**src/rtl/riscv_pkg.sv**
```systemverilog
// Shared types and constants for the RV32I load/store path.
// Holds the LSU state encoding, funct3 codes and the legality check.
package riscv_pkg;

    localparam int DATA_WIDTH    = 32;
    localparam int REG_ADDR_BITS = 5;

    typedef enum logic [1:0] {
        IDLE,
        REQ,
        WAIT,
        WB
    } lsu_state_e;

    localparam logic [2:0] F3_B  = 3'b000;
    localparam logic [2:0] F3_H  = 3'b001;
    localparam logic [2:0] F3_W  = 3'b010;
    localparam logic [2:0] F3_BU = 3'b100;
    localparam logic [2:0] F3_HU = 3'b101;

    // funct3[1:0] gives the access size for both signed and unsigned loads
    function automatic logic op_fault(
        input logic       is_store,
        input logic [2:0] f3,
        input logic [1:0] off
    );
        logic bad_f3;
        logic misal;
        bad_f3 = is_store ? (f3 > F3_W)
                          : (f3 == 3'b011 || f3 == 3'b110 || f3 == 3'b111);
        misal  = ((f3[1:0] == 2'b01) && off[0]) ||
                 ((f3[1:0] == 2'b10) && (off != 2'b00));
        return bad_f3 || misal;
    endfunction

endpackage

```
**src/rtl/load_store_unit_if.sv**
```systemverilog
// Data memory bus between the load/store unit and memory.
// Request channel uses valid/ready; read data returns with rsp_valid.
interface load_store_unit_if
    import riscv_pkg::*;
#(
    parameter int ADDR_WIDTH = DATA_WIDTH
);
    logic                  mem_req_valid;
    logic                  mem_req_ready;
    logic [ADDR_WIDTH-1:0] mem_addr;
    logic                  mem_we;
    logic [3:0]            mem_wstrb;
    logic [DATA_WIDTH-1:0] mem_wdata;
    logic                  mem_rsp_valid;
    logic [DATA_WIDTH-1:0] mem_rdata;

    modport master (
        output mem_req_valid,
        input  mem_req_ready,
        output mem_addr,
        output mem_we,
        output mem_wstrb,
        output mem_wdata,
        input  mem_rsp_valid,
        input  mem_rdata
    );

    modport slave (
        input  mem_req_valid,
        output mem_req_ready,
        input  mem_addr,
        input  mem_we,
        input  mem_wstrb,
        input  mem_wdata,
        output mem_rsp_valid,
        output mem_rdata
    );
endinterface

```
**src/rtl/lsu_load_align.sv**
```systemverilog
// Selects the addressed lane of a read word and sign/zero extends it.
// Purely combinational; sits between memory read data and writeback.
module lsu_load_align
    import riscv_pkg::*;
(
    input  logic [DATA_WIDTH-1:0] mem_rdata,
    input  logic [1:0]            offset,
    input  logic [2:0]            funct3,
    output logic [DATA_WIDTH-1:0] wb_data
);
    logic [DATA_WIDTH-1:0] lane;

    assign lane = mem_rdata >> {offset, 3'b000};

    always_comb begin
        wb_data = lane;
        unique case (funct3)
            F3_B:    wb_data = {{24{lane[7]}}, lane[7:0]};
            F3_H:    wb_data = {{16{lane[15]}}, lane[15:0]};
            F3_BU:   wb_data = {24'h0, lane[7:0]};
            F3_HU:   wb_data = {16'h0, lane[15:0]};
            default: wb_data = lane;
        endcase
    end
endmodule

```
**src/rtl/load_store_unit.sv**
```systemverilog
// RV32I load/store unit: one op at a time, memory handshake,
// load alignment and a one-cycle register file writeback.
module load_store_unit
    import riscv_pkg::*;
#(
    parameter int ADDR_WIDTH = DATA_WIDTH
)(
    input  logic                     clk,
    input  logic                     rst_n,
    input  logic                     req_valid,
    output logic                     req_ready,
    input  logic                     req_is_store,
    input  logic [2:0]               req_funct3,
    input  logic [ADDR_WIDTH-1:0]    req_addr,
    input  logic [DATA_WIDTH-1:0]    req_store_data,
    input  logic [REG_ADDR_BITS-1:0] req_rd,
    load_store_unit_if.master        mem,
    output logic                     wb_enable,
    output logic [REG_ADDR_BITS-1:0] wb_addr,
    output logic [DATA_WIDTH-1:0]    wb_data,
    output logic                     fault,
    output logic [ADDR_WIDTH-1:0]    fault_addr
);
    lsu_state_e state;

    logic                     op_store;
    logic [2:0]               op_funct3;
    logic [1:0]               op_offset;
    logic [REG_ADDR_BITS-1:0] op_rd;

    logic                  mreq_valid;
    logic [ADDR_WIDTH-1:0] maddr;
    logic                  mwe;
    logic [3:0]            mwstrb;
    logic [DATA_WIDTH-1:0] mwdata;

    logic [3:0]            st_wstrb;
    logic [DATA_WIDTH-1:0] st_wdata;
    logic [DATA_WIDTH-1:0] ld_data;
    logic                  bad_op;

    assign mem.mem_req_valid = mreq_valid;
    assign mem.mem_addr      = maddr;
    assign mem.mem_we        = mwe;
    assign mem.mem_wstrb     = mwstrb;
    assign mem.mem_wdata     = mwdata;

    assign bad_op = op_fault(req_is_store, req_funct3, req_addr[1:0]);

    always_comb begin
        st_wstrb = 4'b1111;
        st_wdata = req_store_data;
        unique case (req_funct3[1:0])
            2'b00: begin
                st_wstrb = 4'b0001 << req_addr[1:0];
                st_wdata = {4{req_store_data[7:0]}};
            end
            2'b01: begin
                st_wstrb = 4'b0011 << req_addr[1:0];
                st_wdata = {2{req_store_data[15:0]}};
            end
            default: begin
                st_wstrb = 4'b1111;
                st_wdata = req_store_data;
            end
        endcase
    end

    lsu_load_align u_align (
        .mem_rdata (mem.mem_rdata),
        .offset    (op_offset),
        .funct3    (op_funct3),
        .wb_data   (ld_data)
    );

    always_ff @(posedge clk or negedge rst_n) begin
        if (!rst_n) begin
            state      <= IDLE;
            req_ready  <= 1'b1;
            op_store   <= 1'b0;
            op_funct3  <= 3'b000;
            op_offset  <= 2'b00;
            op_rd      <= '0;
            mreq_valid <= 1'b0;
            maddr      <= '0;
            mwe        <= 1'b0;
            mwstrb     <= 4'b0000;
            mwdata     <= '0;
            wb_enable  <= 1'b0;
            wb_addr    <= '0;
            wb_data    <= '0;
            fault      <= 1'b0;
            fault_addr <= '0;
        end else begin
            fault     <= 1'b0;
            wb_enable <= 1'b0;
            wb_addr   <= '0;
            wb_data   <= '0;
            unique case (state)
                IDLE: begin
                    if (req_valid && bad_op) begin
                        fault      <= 1'b1;
                        fault_addr <= req_addr;
                    end else if (req_valid) begin
                        state      <= REQ;
                        req_ready  <= 1'b0;
                        op_store   <= req_is_store;
                        op_funct3  <= req_funct3;
                        op_offset  <= req_addr[1:0];
                        op_rd      <= req_rd;
                        mreq_valid <= 1'b1;
                        maddr      <= {req_addr[ADDR_WIDTH-1:2], 2'b00};
                        mwe        <= req_is_store;
                        mwstrb     <= req_is_store ? st_wstrb : 4'b0000;
                        mwdata     <= req_is_store ? st_wdata : '0;
                    end
                end
                REQ: begin
                    if (mem.mem_req_ready) begin
                        mreq_valid <= 1'b0;
                        maddr      <= '0;
                        mwe        <= 1'b0;
                        mwstrb     <= 4'b0000;
                        mwdata     <= '0;
                        if (op_store) begin
                            state     <= IDLE;
                            req_ready <= 1'b1;
                        end else begin
                            state <= WAIT;
                        end
                    end
                end
                WAIT: begin
                    if (mem.mem_rsp_valid) begin
                        state     <= WB;
                        wb_enable <= (op_rd != '0);
                        wb_addr   <= op_rd;
                        wb_data   <= ld_data;
                    end
                end
                WB: begin
                    state     <= IDLE;
                    req_ready <= 1'b1;
                end
                default: begin
                    state     <= IDLE;
                    req_ready <= 1'b1;
                end
            endcase
        end
    end
endmodule

```
**src/flat_wrapper.sv**
```systemverilog
// flat-port wrapper written by rule: the top's interface ports become plain ports
module load_store_unit_flat import riscv_pkg::*;
#(
    parameter int ADDR_WIDTH = DATA_WIDTH
)
  (clk, rst_n, req_valid, req_ready, req_is_store, req_funct3, req_addr, req_store_data, req_rd, wb_enable, wb_addr, wb_data, fault, fault_addr, mem_mem_req_valid, mem_mem_req_ready, mem_mem_addr, mem_mem_we, mem_mem_wstrb, mem_mem_wdata, mem_mem_rsp_valid, mem_mem_rdata);
  load_store_unit_if #(.ADDR_WIDTH(ADDR_WIDTH)) mem_i ();
  input  logic clk;
  input  logic rst_n;
  input  logic req_valid;
  output logic req_ready;
  input  logic req_is_store;
  input  logic [2:0] req_funct3;
  input  logic [ADDR_WIDTH-1:0] req_addr;
  input  logic [DATA_WIDTH-1:0] req_store_data;
  input  logic [REG_ADDR_BITS-1:0] req_rd;
  output logic wb_enable;
  output logic [REG_ADDR_BITS-1:0] wb_addr;
  output logic [DATA_WIDTH-1:0] wb_data;
  output logic fault;
  output logic [ADDR_WIDTH-1:0] fault_addr;
  output wire logic [$bits(mem_i.mem_req_valid)-1:0] mem_mem_req_valid;
  input wire logic [$bits(mem_i.mem_req_ready)-1:0] mem_mem_req_ready;
  output wire logic [$bits(mem_i.mem_addr)-1:0] mem_mem_addr;
  output wire logic [$bits(mem_i.mem_we)-1:0] mem_mem_we;
  output wire logic [$bits(mem_i.mem_wstrb)-1:0] mem_mem_wstrb;
  output wire logic [$bits(mem_i.mem_wdata)-1:0] mem_mem_wdata;
  input wire logic [$bits(mem_i.mem_rsp_valid)-1:0] mem_mem_rsp_valid;
  input wire logic [$bits(mem_i.mem_rdata)-1:0] mem_mem_rdata;
  assign mem_mem_req_valid = mem_i.mem_req_valid;
  assign mem_i.mem_req_ready = mem_mem_req_ready;
  assign mem_mem_addr = mem_i.mem_addr;
  assign mem_mem_we = mem_i.mem_we;
  assign mem_mem_wstrb = mem_i.mem_wstrb;
  assign mem_mem_wdata = mem_i.mem_wdata;
  assign mem_i.mem_rsp_valid = mem_mem_rsp_valid;
  assign mem_i.mem_rdata = mem_mem_rdata;
  load_store_unit #(.ADDR_WIDTH(ADDR_WIDTH)) u_core (.clk(clk), .rst_n(rst_n), .req_valid(req_valid), .req_ready(req_ready), .req_is_store(req_is_store), .req_funct3(req_funct3), .req_addr(req_addr), .req_store_data(req_store_data), .req_rd(req_rd), .mem(mem_i), .wb_enable(wb_enable), .wb_addr(wb_addr), .wb_data(wb_data), .fault(fault), .fault_addr(fault_addr));
endmodule
```
**config.mk**
```make
export PLATFORM = sky130hd
export DESIGN_NAME = load_store_unit_flat
export DESIGN_NICKNAME = d
export VERILOG_FILES = /design/src/rtl/riscv_pkg.sv /design/src/rtl/load_store_unit_if.sv /design/src/rtl/lsu_load_align.sv /design/src/rtl/load_store_unit.sv /design/src/flat_wrapper.sv
export SDC_FILE = /design/constraint.sdc
export NUM_CORES = 1
export LEC_CHECK = 0
export ABC_AREA = 1
export BUFFER_PORTS_ARGS = -buffer_cell sky130_fd_sc_hd__buf_2
export CAP_MARGIN = 10
export CELL_PAD_IN_SITES_DETAIL_PLACEMENT = 2
export CELL_PAD_IN_SITES_GLOBAL_PLACEMENT = 2
export CORE_UTILIZATION = 25
export DETAILED_ROUTE_END_ITERATION = 7
export PLACE_DENSITY_LB_ADDON = 0.12
export SYNTH_ARGS = -nofsm -noshare
export SYNTH_HDL_FRONTEND = slang
export SYNTH_SLANG_ARGS = --single-unit
export TNS_END_PERCENT = 1
```
**constraint.sdc**
```tcl
create_clock -name clk -period 1.5 [get_ports clk]
set_clock_uncertainty 0.2 [all_clocks]
set_input_delay 0.3 -clock clk [delete_from_list [all_inputs] [get_ports clk]]
set_output_delay 0.3 -clock clk [all_outputs]
set_load 0.01 [all_outputs]
```
==> key figures <==
Final layout
  – Final Util: 39.0%
  – Layout cell share with drive strength beyond 1: about a third
  – Commonest non-fill, non-tap cell in the layout: nand2_1
  – Area delta synth->final: 52.4%
  – Fin nets: roughly 1,300
  – Finished Cell Area: between 0.01 and 0.015 mm^2
  – Most frequent cells in the layout: nand2_1, buf_2, dfrtp_1
  – FILL cells: about 3,100

Logic synthesis
  – Sequential share of the synthesized area: 55.2%
  – Cell area after synthesis: between 0.006 and 0.007 mm^2
  – Avg Inst Size Synth: between 8 and 9 um^2
  – #FFs+latches synth: between 150 and 200
  – Warnings from Yosys: 0
  – Yosys cell types: 26
  – Synthesized instance count: 851

Timing
  – RSZ-0062 raised after global routing: true
  – Setup WS post-layout: -0.115 ns
  – Pins over their slew limit: 0
  – Achievable Freq: between 0.6 and 0.7 GHz
  – Setup TNS: -5.32 ns
  – Final Cycle Share: 108%
  – Final setup violation count: between 100 and 150
  – Fin. Hold Viols: 0
  – Final min period: ~1.6 ns

GRT
  – Grt ovf: 0
  – Largest net degree at the start of global routing: 46
  – Vias in the first global route: roughly 7,900
  – Total GRT Usage: 20.9%
  – Initial antenna violation count: 0
  – First-pass GRT wire length: about 45,000 um

Critical path
  – Req. time, crit path: around 1.6 ns
  – CP bufs+invs: 3
  – Crit-path slowest cell: dfrtp_1
  – Critical path fanouts, max: 11
  – Sequence of cells on the critical path: inv_2 > nand2_4 > nand3_4 > nand3_4 > buf_12 > buf_16 > nand2_1 > nand2_1
  – Critical path's top delay family: simple AND/OR/NAND/NOR gates
  – Critical path startpoint category: flop
  – Setup CP Type: flop to flop
  – Slowest Stage Delay on Critical Path: a little over 0.4 ns
  – Critical Path End Type: flop
  – Worst endpoint data arrival time: 1.73 ns
  – Worst R2R Setup Slack: -0.12 ns

Placed design
  – Detailed Place HPWL: around 20,000 um
  – Count of input and output buffers: between 200 and 250
  – Final Wtd Congestion: between 0.8 and 0.9
  – Worst slack at placement: -0.272 ns
  – Placement Cell Area: between 0.008 and 0.009 mm^2

Drt
  – DR vias: just over 7,000
  – DRC Markers: 0
  – Drt wl/cell: 18.5 um
  – DRT iter0 DRCs: between 200 and 300
  – Vias/cell: approximately 4.5
  – Drt first pass iters: 4
  – Detail Route Antenna Nets: 0
  – Final WL: around 30,000 um

Floorplanning
  – Io pins: 252
  – Initial Utilization: 25.6%
  – Core ar.: between 0.02 and 0.03 mm^2
  – Die area: around 0.028 mm^2
  – Die width: ~170 um
  – Die Ht: around 170 um
  – Row cnt: 60

CTS
  – Clk_lat worst skew: between 0.4 and 0.5 ns
  – Sink Count: around 150
  – Max Root-Sink Buffers: 2
  – Reg clk slew, reported paths: approximately 0.070 ns
  – CTS Root Cell: clkbuf_16
  – CTS tree: done
  – H-tree depth: 4
  – Total CTS buffers: 17

Status
  – Status: finished, violations left
  – Failing checks: setup timing

Power
  – PD cells: 1770 mW/mm^2
  – Lkg Pwr: slightly below 0.006 uW
  – Int Power: 11,100 uW
  – Sw Share: between 40 and 50%
  – Share of power burned in registers: approximately 33%
  – Clock network power share: 23.3%
  – Comb power frac: 44.2%
  – Overall Power: about 19,000 uW
  – Maximum VDD drop: ~0.72 mV
  – Psw: 7710 uW

Run
  – Number of max-cap violations: 0

Hold path
  – Min-Delay Path Class: primary input to flop
cell families after synthesis:
group                  count (synthesis)  share of synthesized area [%]
buffers and inverters                 99                           7.05
other                                  1                         0.0540
DFF                                  153                           55.2
AOI/OAI and AO/OA                     68                           5.12
and+or+nand+nor                      530                           32.6
power groups by stage:
| stage | Clock [uW] | Sequential, uW | Combinational [uW] |
|---|---|---|---|
| after floorplan | 0 | 6450 | 3420 |
| after global placement | 0 | 6080 | 6950 |
| after detailed placement | 0 | 6090 | 7120 |
| after CTS | 4490 | 6050 | 8120 |
| after global routing | 4670 | 6260 | 9080 |
| final | 4380 | 6090 | 8290 |
layout make-up:
| type | count | area [um^2] | share of cell area (%) |
|---|---|---|---|
| Antenna cell | 1 | 2.50 | 0.0237 |
| Sequential cell | 153 | 3830 | 36.2 |
| Clock buffer | 17 | 425 | 4.02 |
| Tap cell | 372 | 465 | 4.40 |
| Timing Repair Buffer | 383 | 2790 | 26.4 |
| Clock inverter | 15 | 151 | 1.43 |
| Multi-Input combinational cell | 600 | 2740 | 25.9 |
| Inverter | 43 | 174 | 1.64 |
through the flow:
step / hold slack [ns] / std cells
4_1_cts: 0.0433 / 1582
2_1_floorplan: -0.196 / 852
3_5_place_dp: 0.0204 / 1481
6_report: 0.0534 / 1584
5_1_grt: 0.0492 / 1583
3_3_place_gp: 0.0196 / 1481
worst paths after layout:
kind,start,end,cells after the start
worst max-delay path,u_core.state[0],u_core.mem.mem_addr[11],8
worst min-delay path,req_store_data[21],u_core.mem.mem_wdata[21],5
worst max register to register,u_core.state[0],u_core.mem.mem_addr[11],8
worst min register to register,u_core.mem.mem_addr[21],u_core.mem.mem_addr[21],2
max in group asynchronous,rst_n,u_core.fault_addr[29],3
min in group asynchronous,rst_n,u_core.wb_data[5],2
Yosys cell counts, drive strengths merged:
| cell | count | share of area [%] |
|---|---|---|
| dfstp | 1 | 0.38 |
| or2 | 1 | 0.090 |
| conb | 1 | 0.054 |
| a21oi | 17 | 1.2 |
| nand3 | 72 | 5.7 |
| nand4 | 38 | 3.4 |
| buf | 43 | 4.0 |
| inv | 43 | 2.3 |
| nor2 | 56 | 3.5 |
| o21ai | 43 | 3.2 |
| nand2 | 363 | 20 |
| dfrtp | 152 | 55 |
| a31oi | 7 | 0.63 |
| clkbuf | 13 | 0.70 |
| o31ai | 1 | 0.11 |
worst reg2reg max path: cells and delay by family (launching register included):
kind,cells,cell delay (ns)
and+or+nand+nor,5,0.47
buffers and inverters,3,0.42
DFF,1,0.41
flip-flops by register name, summed over array words and instances (netlist names), 2 cells and up, named ones only:
name,cells
u_core.fault_addr,32
u_core.mem.mem_addr,30
u_core.mem.mem_wdata,32
u_core.mem.mem_wstrb,4
u_core.op_funct3,3
u_core.op_offset,2
u_core.op_rd,5
u_core.wb_addr,5
u_core.wb_data,32
metal layers:
metal  track usage [%]  vias to the layer above  share of wire [%]
li1                  -                     3413                  -
met1              26.2                     3493                 45
met2              36.6                      186                 50
met3              3.51                       32                3.7
met4              6.64                        0                1.9
met5                 0                        -                  0
what timing repair did:
item | CTS | global route
pin swaps | 3 | 15
buffers inserted | 7 | 1
hold buffers | 60 | 0
setup endpoints to repair | 149 | 210
endpoints found under the hold margin | 236 | 0
gates cloned | 2 | 2
resized for setup | 39 | 42
Note: power is estimated with default switching activity, not from simulation.
